**src/rtl/pong_nios_oci_dct_monitor.sv**
```systemverilog
// Trace-capture monitor: buffers {dct_count, dct_buffer} records in a FIFO during a
// capture session, counts drops on overflow, then drains until the test has ended.
module pong_nios_oci_dct_monitor #(
  parameter  int DCT_WIDTH   = 30,
  parameter  int COUNT_WIDTH = 4,
  parameter  int DEPTH       = 16,
  localparam int AW          = $clog2(DEPTH),
  localparam int RW          = COUNT_WIDTH + DCT_WIDTH
) (
  input  logic                   clk,
  input  logic                   reset_n,
  input  logic                   arm,
  input  logic                   dct_valid,
  input  logic [DCT_WIDTH-1:0]   dct_buffer,
  input  logic [COUNT_WIDTH-1:0] dct_count,
  input  logic                   test_ending,
  input  logic                   test_has_ended,
  input  logic                   rd_en,
  output logic [RW-1:0]          rd_data,
  output logic                   rd_valid,
  output logic [AW:0]            fill_level,
  output logic                   overflow,
  output logic [7:0]             drop_count,
  output logic [1:0]             state,
  output logic                   done
);

  typedef enum logic [1:0] {IDLE = 2'd0, CAPTURE = 2'd1, DRAIN = 2'd2, ENDED = 2'd3} st_e;

  st_e            state_q, state_d;
  logic [RW-1:0]  mem [DEPTH];
  logic [AW-1:0]  wr_ptr_q, rd_ptr_q;
  logic [AW:0]    fill_q, fill_d;
  logic           ovf_q, rd_valid_q;
  logic [7:0]     drop_q;
  logic [RW-1:0]  rd_data_q;
  logic           full, empty, rd_acc, wr_acc, drop, start;

  always_comb begin
    full    = (fill_q == (AW+1)'(DEPTH));
    empty   = (fill_q == '0);
    rd_acc  = rd_en && !empty && (state_q != IDLE);
    // a full FIFO still takes a write when a read frees the slot in the same cycle
    wr_acc  = (state_q == CAPTURE) && dct_valid && (!full || rd_acc);
    drop    = (state_q == CAPTURE) && dct_valid && full && !rd_acc;
    start   = arm && ((state_q == IDLE) || (state_q == ENDED));
    fill_d  = fill_q;
    if (wr_acc && !rd_acc)      fill_d = fill_q + 1'b1;
    else if (rd_acc && !wr_acc) fill_d = fill_q - 1'b1;
    state_d = state_q;
    case (state_q)
      IDLE, ENDED: if (arm) state_d = CAPTURE;
      default: begin
        if (test_has_ended && (fill_d == '0))
          state_d = ENDED;
        else if ((state_q == CAPTURE) && (test_ending || test_has_ended))
          state_d = DRAIN;
      end
    endcase
  end

  always_ff @(posedge clk or negedge reset_n) begin
    if (!reset_n) begin
      state_q    <= IDLE;
      wr_ptr_q   <= '0;
      rd_ptr_q   <= '0;
      fill_q     <= '0;
      ovf_q      <= 1'b0;
      drop_q     <= '0;
      rd_valid_q <= 1'b0;
      rd_data_q  <= '0;
    end else begin
      state_q    <= state_d;
      rd_valid_q <= rd_acc;
      if (rd_acc) rd_data_q <= mem[rd_ptr_q];
      if (start) begin
        wr_ptr_q <= '0;
        rd_ptr_q <= '0;
        fill_q   <= '0;
        ovf_q    <= 1'b0;
        drop_q   <= '0;
      end else begin
        if (wr_acc) wr_ptr_q <= wr_ptr_q + AW'(1);
        if (rd_acc) rd_ptr_q <= rd_ptr_q + AW'(1);
        fill_q <= fill_d;
        if (drop) begin
          ovf_q <= 1'b1;
          if (drop_q != 8'hFF) drop_q <= drop_q + 8'd1;
        end
      end
    end
  end

  // storage is deliberately left unreset
  always_ff @(posedge clk) begin
    if (wr_acc) mem[wr_ptr_q] <= {dct_count, dct_buffer};
  end

  assign rd_data    = rd_data_q;
  assign rd_valid   = rd_valid_q;
  assign fill_level = fill_q;
  assign overflow   = ovf_q;
  assign drop_count = drop_q;
  assign state      = state_q;
  assign done       = (state_q == ENDED);

endmodule

```
**config.mk**
```make
export PLATFORM = sky130hd
export DESIGN_NAME = pong_nios_oci_dct_monitor
export DESIGN_NICKNAME = d
export VERILOG_FILES = /design/src/rtl/pong_nios_oci_dct_monitor.sv
export SDC_FILE = /design/constraint.sdc
export NUM_CORES = 1
export LEC_CHECK = 0
export ABC_AREA = 1
export ABC_CLOCK_PERIOD_IN_PS = 4350
export BUFFER_PORTS_ARGS = -buffer_cell sky130_fd_sc_hd__buf_2
export CAP_MARGIN = 10
export CORE_AREA = 5 5 206 208
export CTS_CLUSTER_DIAMETER = 100
export DETAILED_ROUTE_END_ITERATION = 10
export DIE_AREA = 0 0 211 213
export PLACE_DENSITY = 0.79
export SLEW_MARGIN = 0
export SYNTH_ARGS = -nofsm -noshare
export SYNTH_HDL_FRONTEND = slang
export SYNTH_SLANG_ARGS = --single-unit
```
**constraint.sdc**
```tcl
create_clock -name clk -period 4.35 [get_ports clk]
set_clock_uncertainty 0.05 [all_clocks]
set_input_delay 0 -clock clk [delete_from_list [all_inputs] [get_ports clk]]
set_output_delay 0 -clock clk [all_outputs]
set_load 0.03 [all_outputs]
```
; Yosys cells after proc, flatten, opt, wreduce, memory -nomap -nowiden
; Memories as Yosys holds them, arrays and structs flattened. A register that Yosys moved wholly into a read port is not among the register bits.
; Cells that the tools add are included.
[classes]
n_eq_ne = 5
reduce_logical = 31
add_sub_neg = 5
muxes = 18
[ops]
columns = cell, count
row1 = 2-to-1 mux 8 bit, 3
row2 = 2-to-1 mux 4 bit, 4
row3 = 2-to-1 mux 5 bit, 3
row4 = logical AND 1 bit, 11
row5 = logical NOT 5 bit, 2
row6 = nonzero test 2 bit, 5
row7 = adder 4 x 1 -> 4 bit (second input constant), 2
row8 = adder 8 x 1 -> 8 bit (second input constant), 1
row9 = 2-to-1 mux 2 bit, 4
row10 = inequality test 8 bit (second input constant), 1
row11 = adder 5 x 1 -> 5 bit (second input constant), 1
row12 = == test 5 bit (second input constant), 1
row13 = logical NOT 1 bit, 5
row14 = subtractor 5 x 1 -> 5 bit (second input constant), 1
row15 = 2-to-1 mux 1 bit, 4
row16 = AND reduction 2 bit, 2
row17 = logical OR 1 bit, 3
row18 = nonzero test 3 bit, 1
row19 = == test 2 x 1 -> 1 bit (second input constant), 1
row20 = == test 2 bit (second input constant), 1
row21 = logical NOT 2 bit, 1
row22 = inequality test 2 bit (second input constant), 1
row23 = OR reduction 2 bit, 1
[word_totals]
memories = 1
inputBits = 41
elab_cells = 67
output_inout_bits = 52
ramBits = 544
reg_bits = 25
[mem_list]
columns = memory, words, word_bits, read_ports, rd_ports_with_merged_regs, wr, line_no
row1 = mem, 16, 34, 1, 1, 1, 31  ; logic [RW-1:0] mem [DEPTH];

; Logic depth before layout (Yosys ltp)
; Gate-level depths: netlist of the first run.
[logic_depth]
ltp_word = 14
depth_mapped = 12
mapped_depth_nobuf = 12

; Least setup slack after synthesis of the first run
; No wires, ideal clock.
[synth_path]
path_type = register to register
startpoint = register state_q[0], in the netlist state[0]
endpoint = memory mem[11][0] (netlist name), enable pin
setup_time_ns = 0.425
period_less_slack_ns = 3.440
required_time_ns = 3.875
t_arrival_ns = 2.964
stages_incl_launch_ff = 8
n_path_buf = 0
setup_slack_ns = 0.910
cell_sequence = dfrtp_1 inv_1 ha_1 nor2_2 a21oi_4 nor2_2 nand2_1 nor2_1
[synth_between]
elab_chain_cells = 6
word_cells_on_any_way = 8
classes_between = 1 x eq/ne / 2 x mux / 5 x reduce/logical
[synth_rtl]
columns = element, line_no
row1 = start: declaration, 30  ; st_e state_q, state_d;
row2 = start signal: assignment, 73  ; state_q <= state_d;
row3 = nonzero test 2 bit, 42  ; rd_acc = rd_en && !empty && (state_q != IDLE);
row4 = logical AND 1 bit, 42
row5 = logical OR 1 bit, 44  ; wr_acc = (state_q == CAPTURE) && dct_valid && (!full || rd_acc);
row6 = logical AND 1 bit (*), 44
row7 = 2-to-1 mux 1 bit (*), 96  ; if (wr_acc) mem[wr_ptr_q] <= {dct_count, dct_buffer};
row8 = 2-to-1 mux 1 bit (not written as such) (*), 96
row9 = end: declaration, 31
; Every way passes the cells marked *; elsewhere a longest branch is shown, timed or not.

; Final worst setup path of the first run
[layout_path]
startpoint = register state_q[0], in the netlist state[0]
endpoint = memory mem[3][11] (netlist name), enable pin
; Same word-level chain as after synthesis.

==> flow_summary.rst, run 1 <==
.. list-table::
   :header-rows: 1

   * - Metric
     - Value
   * - Status
     - finished clean
   * - Critical-path cell list
     - inv_1, ha_1, nor2_2, a21oi_4, nor2_2, nand2_1, nor2_4, buf_4
   * - Actual slew at the worst max-slew pin
     - between 1 and 1.5 ns
   * - Clk Tree Root Cell
     - sky130_fd_sc_hd__clkbuf_16
   * - Wire length of the first global-routing pass
     - 89930 um
   * - Worst reg2reg path endpoint
     - mem[3][11]$_DFFE_PP_
   * - Max transition margin
     - 0.1712
   * - Half-perimeter wire length after detailed placement
     - 32800 um
   * - Top FF cell, synth
     - sky130_fd_sc_hd__edfxtp_1
   * - ANT nets after route
     - 0
   * - Number of distinct library cells after synthesis
     - 37
   * - Routability cong.
     - 0.8896
   * - Die W
     - 211 um
   * - Fraction of the core area covered by cells at the end of the flow
     - 0.6729
   * - Number of nets produced by synthesis
     - between 1.5k and 2k
   * - Vias in the first global route
     - 15.68k
   * - Type of the setup path with the least slack
     - reg2reg
   * - Worst flop-to-flop path startpoint
     - state[0]$_DFFE_PN0P_
   * - Post-layout nets
     - just under 2k
   * - Multi-input combinational cell area
     - roughly 0.0055 mm^2
   * - Post-synthesis register bit count
     - 603
   * - Element type at the critical path end
     - register
   * - Register-to-Register Setup Slack
     - about 1.2 ns
   * - EDFF count, synth
     - ~540
   * - Crit-path most repeated cell
     - sky130_fd_sc_hd__nor2_2
   * - Setup repair after global routing missed its margin
     - no
   * - Count of pins over their slew limit
     - 0
   * - Count of TritonRoute iterations in the first routing pass
     - 7
   * - Number of placement rows
     - 74
   * - Worst Slack Setup Final
     - 1.168 ns
   * - Critical path peak fanout
     - 19
   * - # fillers
     - around 2.7k
   * - Period Utilization, post-route
     - 0.7316
   * - Overall die height
     - around 210 um
   * - Accumulated negative setup slack
     - 0 ns
   * - CTS tree
     - yes
   * - Sequential area share after synthesis
     - 0.7464
   * - Max-capacitance violation count
     - 0
   * - Fraction of registers with async set/reset
     - 0.09784
   * - Arrival time of the worst setup path
     - 3.41 ns
   * - Number of buffers inserted by port buffering
     - around 90
   * - Top Ports
     - 93
   * - Initial standard-cell utilization of the core
     - 0.5911
   * - Pleak
     - 9.366 nW
   * - Worst hold margin
     - just over 0.006 ns
   * - Grt total ovfl
     - 0
   * - Most used standard cells in the synthesized netlist
     - sky130_fd_sc_hd__edfxtp_1 (544), sky130_fd_sc_hd__nor2_1 (307), sky130_fd_sc_hd__nand2_1 (177), sky130_fd_sc_hd__o21ai_0 (142), sky130_fd_sc_hd__o21ai_1 (140)
   * - Area of all sequential standard cells
     - 0.01782 mm^2
   * - Cell area power density
     - 643.7 mW/mm^2
   * - Kind of start point of the critical path
     - register
   * - Syn Inst Count
     - between 1.5k and 2k
   * - Maximum number of pins on one net before global-route repair
     - 211
   * - Leading cell type by number of instances after synthesis
     - sky130_fd_sc_hd__edfxtp_1
   * - Cell types occupying the most area after synthesis
     - sky130_fd_sc_hd__edfxtp_1 (68%), sky130_fd_sc_hd__dfrtp_1 (6.2%), sky130_fd_sc_hd__o221ai_1 (5.0%)
   * - HP Class
     - in2async
   * - Peak supply drop
     - 0.5964 mV
   * - Final Hold Viols
     - 0
   * - Netlist area before placement
     - approximately 0.024 mm^2
   * - Maximum frequency from static timing analysis
     - 314.2 MHz
   * - DR iter-0 viols
     - about 2.3k
   * - Library cell contributing the largest single delay on the critical path
     - sky130_fd_sc_hd__nor2_4
   * - Total number of clock tree sinks
     - approximately 600
   * - Path depth of the worst reg2reg path
     - 8
   * - Clock transition at the register clock pins on the worst setup and hold paths after CTS
     - 0.07 ns
   * - Antenna violations before repair
     - 0
   * - Depth of the CTS H-tree
     - 2
   * - Cell area reported after detailed placement
     - 0.02482 mm^2
   * - Top cell type by total area after synthesis
     - sky130_fd_sc_hd__edfxtp_1
   * - Antenna diode instance count
     - 0
   * - Post-cts resize count
     - 0
   * - Layout cell share with drive strength beyond 1
     - 0.1240
   * - Yosys Warn Count
     - 0
   * - Wirelength per Cell
     - about 24 um
   * - Routed via count divided by cell count
     - 6.287
   * - Core Footprint
     - 0.04037 mm^2
   * - Worst slack after detailed placement
     - 1.234 ns
   * - Post-CTS setup buffer count
     - 0
   * - Post-Syn Area per Cell
     - 13.22 um^2
   * - Required time reported for the critical path endpoint
     - 4.57 ns
   * - Cell class contributing the biggest share of worst-path delay
     - simple AND/OR/NAND/NOR gates
   * - Clock latency at the later pin of the worst-skew pair
     - 0.62 ns
   * - Worst stage delay on the critical path
     - about 0.65 ns
   * - Wirelength, routed
     - 58900 um
   * - Final critical-path required period
     - 3.182 ns
   * - Area share of the leading cell type in the synthesized netlist
     - 0.6846
   * - Area added between synthesis and finish
     - 13.84%
   * - Buffer and inverter count on the worst path
     - 2
   * - Overall global routing resource usage
     - 0.2595
   * - Count of unresolved DRC violations after routing
     - 0
   * - CTS max path bufs
     - 3
   * - Setup violators final
     - 0
   * - Floorplan die area
     - 0.04494 mm^2
   * - Inserted Clock Buffers
     - 58
   * - Final design area excluding fillers
     - 0.02716 mm^2
   * - Via Count
     - 15.62k
## worst reg2reg max path, delay by kind of cell (launching register included)
kind	cells	cell delay, ns
buf+inv	2	0.52
fa+ha+maj	1	0.22
compound gates	1	0.11
simple gates	4	1.53
flops	1	0.41
## layer usage
layer,part of all wire,global-route usage,up-vias,routed length (um)
met5,0,0,-,0
met4,0.037,0.09546,0,2206
met3,0.089,0.04085,154,5224
met2,0.50,0.4359,910,29380
met1,0.37,0.3492,7618,22080
li1,-,-,6936,-
## through the flow
step                      instances  total power, W
after global routing           2484         0.01830
final                          2484         0.01749
after detailed placement       2332         0.01239
after floorplan                1805         0.01082
after global placement         2332         0.01220
after CTS                      2484         0.01747
## cell type report
class                      count  share of cell area
sequential                   603              0.6561
tap                          532             0.02450
timing repair buffer         161             0.04237
clock inverter                42             0.01515
inverter                      33            0.004882
clock buffer                  67             0.05546
multi-input combinational   1046              0.2016
## worst max path at each step
stage | startpoint | to | slack (ns) | depth (start not counted)
5_1_grt | state[0]$_DFFE_PN0P_ | mem[3][13]$_DFFE_PP_ | 1.06 | 8
3_5_place_dp | state[0]$_DFFE_PN0P_ | mem[11][4]$_DFFE_PP_ | 1.23 | 8
6_report | state[0]$_DFFE_PN0P_ | mem[3][11]$_DFFE_PP_ | 1.17 | 8
4_1_cts | state[0]$_DFFE_PN0P_ | mem[11][8]$_DFFE_PP_ | 1.21 | 8
3_3_place_gp | state[0]$_DFFE_PN0P_ | mem[11][8]$_DFFE_PP_ | 1.32 | 8
2_1_floorplan | state[0]$_DFFE_PN0P_ | mem[11][0]$_DFFE_PP_ | 0.91 | 7
## registers in the layout (all words and copies together) (netlist names), 2 cells and up
register	flops
rd_data	34
mem	544
rd_ptr_q	4
drop_count	8
wr_ptr_q	4
fill_level	5
state	2
## power breakdown
part           total, W  switching, W  internal, W
clock           0.00505       0.00215      0.00290
sequential      0.00709      0.000355      0.00674
combinational   0.00535       0.00381      0.00154
total            0.0175       0.00631       0.0112
## kinds of logic (layout without fill, tap and decap cells)
kind of cell	Yosys count	count (layout)	share of synthesized area
fa+ha+maj	12	12	0.006292
compound gates	436	436	0.1145
xor+xnor	6	6	0.002202
flops	603	603	0.7464
buf+inv	156	303	0.02915
simple gates	592	592	0.1015
## cell usage in the layout (no fill, tap or decap), drive strengths merged
| cell type | count |
|---|---|
| clkbuf | 67 |
| nand2 | 180 |
| ha | 12 |
| o21a | 2 |
| o21ai | 282 |
| o31ai | 2 |
| nand3 | 93 |
| nor2 | 311 |
| a211oi | 2 |
| edfxtp | 544 |
| inv | 32 |
| buf | 118 |
| nor3b | 1 |
| o211ai | 1 |
| o221ai | 136 |
| o211a | 1 |
| dfrtp | 59 |
| xor2 | 6 |
| clkinvlp | 7 |
| clkinv | 29 |
| bufinv | 7 |
| nand4 | 5 |
| nor3 | 2 |
| a21oi | 10 |
| dlygate4sd3 | 43 |
## repair_timing
action,CTS,global route
setup endpoints to repair,0,0
hold buffers,43,0
hold endpoints to repair,617,0
Note: power is estimated with default switching activity, not from simulation.
==> inputs of run 2 (changes only) <==
--- a/config.mk
+++ b/config.mk
@@ -6,14 +6,14 @@
 export NUM_CORES = 1
 export LEC_CHECK = 0
 export ABC_AREA = 1
-export ABC_CLOCK_PERIOD_IN_PS = 4350
+export ABC_CLOCK_PERIOD_IN_PS = 2900
 export BUFFER_PORTS_ARGS = -buffer_cell sky130_fd_sc_hd__buf_2
 export CAP_MARGIN = 10
-export CORE_AREA = 5 5 206 208
+export CORE_AREA = 5 5 215 217
 export CTS_CLUSTER_DIAMETER = 100
 export DETAILED_ROUTE_END_ITERATION = 10
-export DIE_AREA = 0 0 211 213
-export PLACE_DENSITY = 0.79
+export DIE_AREA = 0 0 220 222
+export PLACE_DENSITY = 0.76
 export SLEW_MARGIN = 0
 export SYNTH_ARGS = -nofsm -noshare
 export SYNTH_HDL_FRONTEND = slang
==> constraint.sdc (replaced) <==
create_clock -name clk -period 2.9 [get_ports clk]
set_clock_uncertainty 0.05 [all_clocks]
set_input_delay 0 -clock clk [delete_from_list [all_inputs] [get_ports clk]]
set_output_delay 0 -clock clk [all_outputs]
set_load 0.03 [all_outputs]
==> flow_summary.rst, run 2 (synthesized netlist as in run 1, its figures left out) <==
.. list-table::
   :header-rows: 1

   * - Metric
     - Value
   * - Status
     - finished, violations left
   * - Violated checks
     - negative hold slack
   * - Routed via count divided by cell count
     - 5.973 (-5.0%)
   * - Final Hold Viols
     - 11 (+11)
   * - Setup repair after global routing missed its margin
     - no
   * - # fillers
     - 3208 (+17%)
   * - Element type at the critical path end
     - register
   * - Number of buffers inserted by port buffering
     - 92 (unchanged)
   * - Initial standard-cell utilization of the core
     - 0.5432 (-0.04795)
   * - Critical-path cell list
     - inv_1, ha_1, nor2_2, a21oi_4, nor2_2, nand2_1, nor2_4, buf_4
   * - Floorplan die area
     - 0.04884 mm^2 (+8.7%)
   * - Clock transition at the register clock pins on the worst setup and hold paths after CTS
     - 0.06 ns (about the same)
   * - Number of placement rows
     - 77 (+4.1%)
   * - Half-perimeter wire length after detailed placement
     - 30510 um (-7.0%)
   * - Worst hold margin
     - -0.004863 ns (-0.01095 ns)
   * - Leading cell types in the layout, fill and taps excluded
     - sky130_fd_sc_hd__edfxtp_1 (544), sky130_fd_sc_hd__nor2_1 (291), sky130_fd_sc_hd__nand2_1 (177)
   * - Final critical-path required period
     - 2.570 ns (-0.6129 ns)
   * - Biggest register
     - mem
   * - Cell area power density
     - 944.7 mW/mm^2 (+47%)
   * - Count of unresolved DRC violations after routing
     - 0 (unchanged)
   * - Count of pins over their slew limit
     - 0 (unchanged)
   * - Vias in the first global route
     - 15.54k (-0.86%)
   * - Multi-input combinational cell area
     - 0.005475 mm^2 (unchanged)
   * - Library cell contributing the largest single delay on the critical path
     - sky130_fd_sc_hd__dfrtp_1
   * - Kind of start point of the critical path
     - register
   * - Die W
     - 220 um (+4.3%)
   * - Actual slew at the worst max-slew pin
     - 0.9328 ns (-0.3075 ns)
   * - DR iter-0 viols
     - 1574 (-30%)
   * - Area added between synthesis and finish
     - 15.43%
   * - Post-layout nets
     - 1974 (+0.92%)
   * - Period Utilization, post-route
     - 0.8861 (+0.1545)
   * - Pleak
     - 9.494 nW (+1.4%)
   * - Layout Cells excl Fill
     - 2559 (+3.0%)
   * - Total number of clock tree sinks
     - 603 (unchanged)
   * - Arrival time of the worst setup path
     - 2.80 ns (-0.61 ns)
   * - Count of TritonRoute iterations in the first routing pass
     - 5 (-2)
   * - Accumulated negative setup slack
     - 0 ns (unchanged)
   * - Clk Tree Root Cell
     - sky130_fd_sc_hd__clkbuf_16
   * - Via Count
     - 15.29k (-2.1%)
   * - Clock latency at the later pin of the worst-skew pair
     - 0.62 ns (about the same)
   * - Setup violators final
     - 0 (unchanged)
   * - Max-capacitance violation count
     - 0 (unchanged)
   * - CTS max path bufs
     - 3 (unchanged)
   * - Depth of the CTS H-tree
     - 2 (unchanged)
   * - Top Ports
     - 93 (unchanged)
   * - Overall die height
     - 222 um (+4.2%)
   * - Worst stage delay on the critical path
     - 0.39 ns (-0.26 ns)
   * - Area of all sequential standard cells
     - 0.01782 mm^2 (unchanged)
   * - Post-Place Cells
     - 2410 (+3.3%)
   * - Power consumption
     - 0.02602 W (+49%)
   * - Required time reported for the critical path endpoint
     - 3.13 ns (-1.44 ns)
   * - Overall global routing resource usage
     - 0.2266 (-0.03294)
   * - Maximum frequency from static timing analysis
     - 389.2 MHz (+24%)
   * - Antenna diode instance count
     - 0 (unchanged)
   * - Core Footprint
     - 0.04393 mm^2 (+8.8%)
   * - Wire length of the first global-routing pass
     - 86710 um (-3.6%)
   * - Maximum number of pins on one net before global-route repair
     - 123 (-42%)
   * - Most frequent standard cell in the layout excluding fill and tap cells
     - sky130_fd_sc_hd__edfxtp_1
   * - Total of hold buffers inserted after clock tree synthesis
     - 42 (-2.3%)
   * - Post-cts resize count
     - 0 (unchanged)
   * - Grt total ovfl
     - 0 (unchanged)
   * - Routability cong.
     - 0.8002 (-10%)
   * - Max transition margin
     - 0.3782 (+0.2069)
   * - CTS tree
     - yes
   * - Peak supply drop
     - 0.6993 mV (+17%)
   * - Wirelength, routed
     - 55470 um (-5.8%)
   * - Crit-path most repeated cell
     - sky130_fd_sc_hd__nor2_2
   * - Post-CTS setup buffer count
     - 0 (unchanged)
   * - Inserted Clock Buffers
     - 59 (+1.7%)
   * - Critical path peak fanout
     - 17 (-2)
   * - HP Class
     - in2async
   * - Type of the setup path with the least slack
     - reg2reg
   * - Flip-flop count of the largest register after layout
     - 544 (unchanged)
   * - Wirelength per Cell
     - 21.67 um (-8.6%)
   * - ANT nets after route
     - 0 (unchanged)
   * - Layout cell share with drive strength beyond 1
     - 0.1271 (+0.003122)
   * - Antenna violations before repair
     - 0 (unchanged)
## run 2: final timing paths
| check | slack (ns) | cells past startpoint | start | end |
|---|---|---|---|---|
| min in group clk | 0.26 | 2 | dct_buffer[21] | mem[8][21]$_DFFE_PP_ |
| setup reg to reg | 0.33 | 8 | state[0]$_DFFE_PN0P_ | mem[1][29]$_DFFE_PP_ |
| hold reg to reg | 0.43 | 2 | rd_data[30]$_DFFE_PN0N_ | rd_data[30]$_DFFE_PN0N_ |
| hold / removal | -0.005 | 2 | reset_n | drop_count[5]$_DFFE_PN0P_ |
| setup / recovery | 0.33 | 8 | state[0]$_DFFE_PN0P_ | mem[1][29]$_DFFE_PP_ |
| max in group asynchronous | 2.17 | 2 | reset_n | rd_ptr_q[0]$_DFFE_PN0P_ |
## run 2: layout make-up
| type | count | area share |
|---|---|---|
| Clock buffer | 73 | 0.05551 |
| Inverter | 33 | 0.004815 |
| Sequential cell | 603 | 0.6470 |
| Clock inverter | 34 | 0.01067 |
| Tap cell | 592 | 0.02689 |
| Multi-Input combinational cell | 1046 | 0.1988 |
| Timing Repair Buffer | 178 | 0.05633 |
## run 2: power by group
group	switching (W)	internal [W]	leakage, nW
clock	0.00316	0.00416	0.888
sequential	0.000371	0.0101	5.64
combinational	0.00573	0.00250	2.97
## run 2: layer usage
layer	routed length (um)	global-route usage
met1	22290	0.3058
met4	1781	0.07691
met5	0	0
met3	3532	0.03332
met2	27860	0.3804
## run 2: critical path: cells and delay by family (launching register included)
kind	cells	cell delay (ns)
AND/OR/NAND/NOR	4	1.08
buffers and inverters	2	0.39
adder cells (fa/ha/maj)	1	0.20
AO/OA/AOI/OAI	1	0.11
flip-flops	1	0.39
## run 2: metrics by stage
stage / instance area [um^2] / setup slack, ns / hold WS [ns] / util
floorplan: 23880 / -0.5396 / -0.3456 / -
global placement: 25300 / 0.4103 / 0.1152 / 0.5759
detailed placement: 25300 / 0.3410 / 0.1293 / 0.5759
CTS: 27550 / 0.3336 / 0.01371 / 0.6270
global route: 27550 / 0.2306 / 0.09062 / 0.6270
finish: 27550 / 0.3304 / -0.004863 / 0.6270
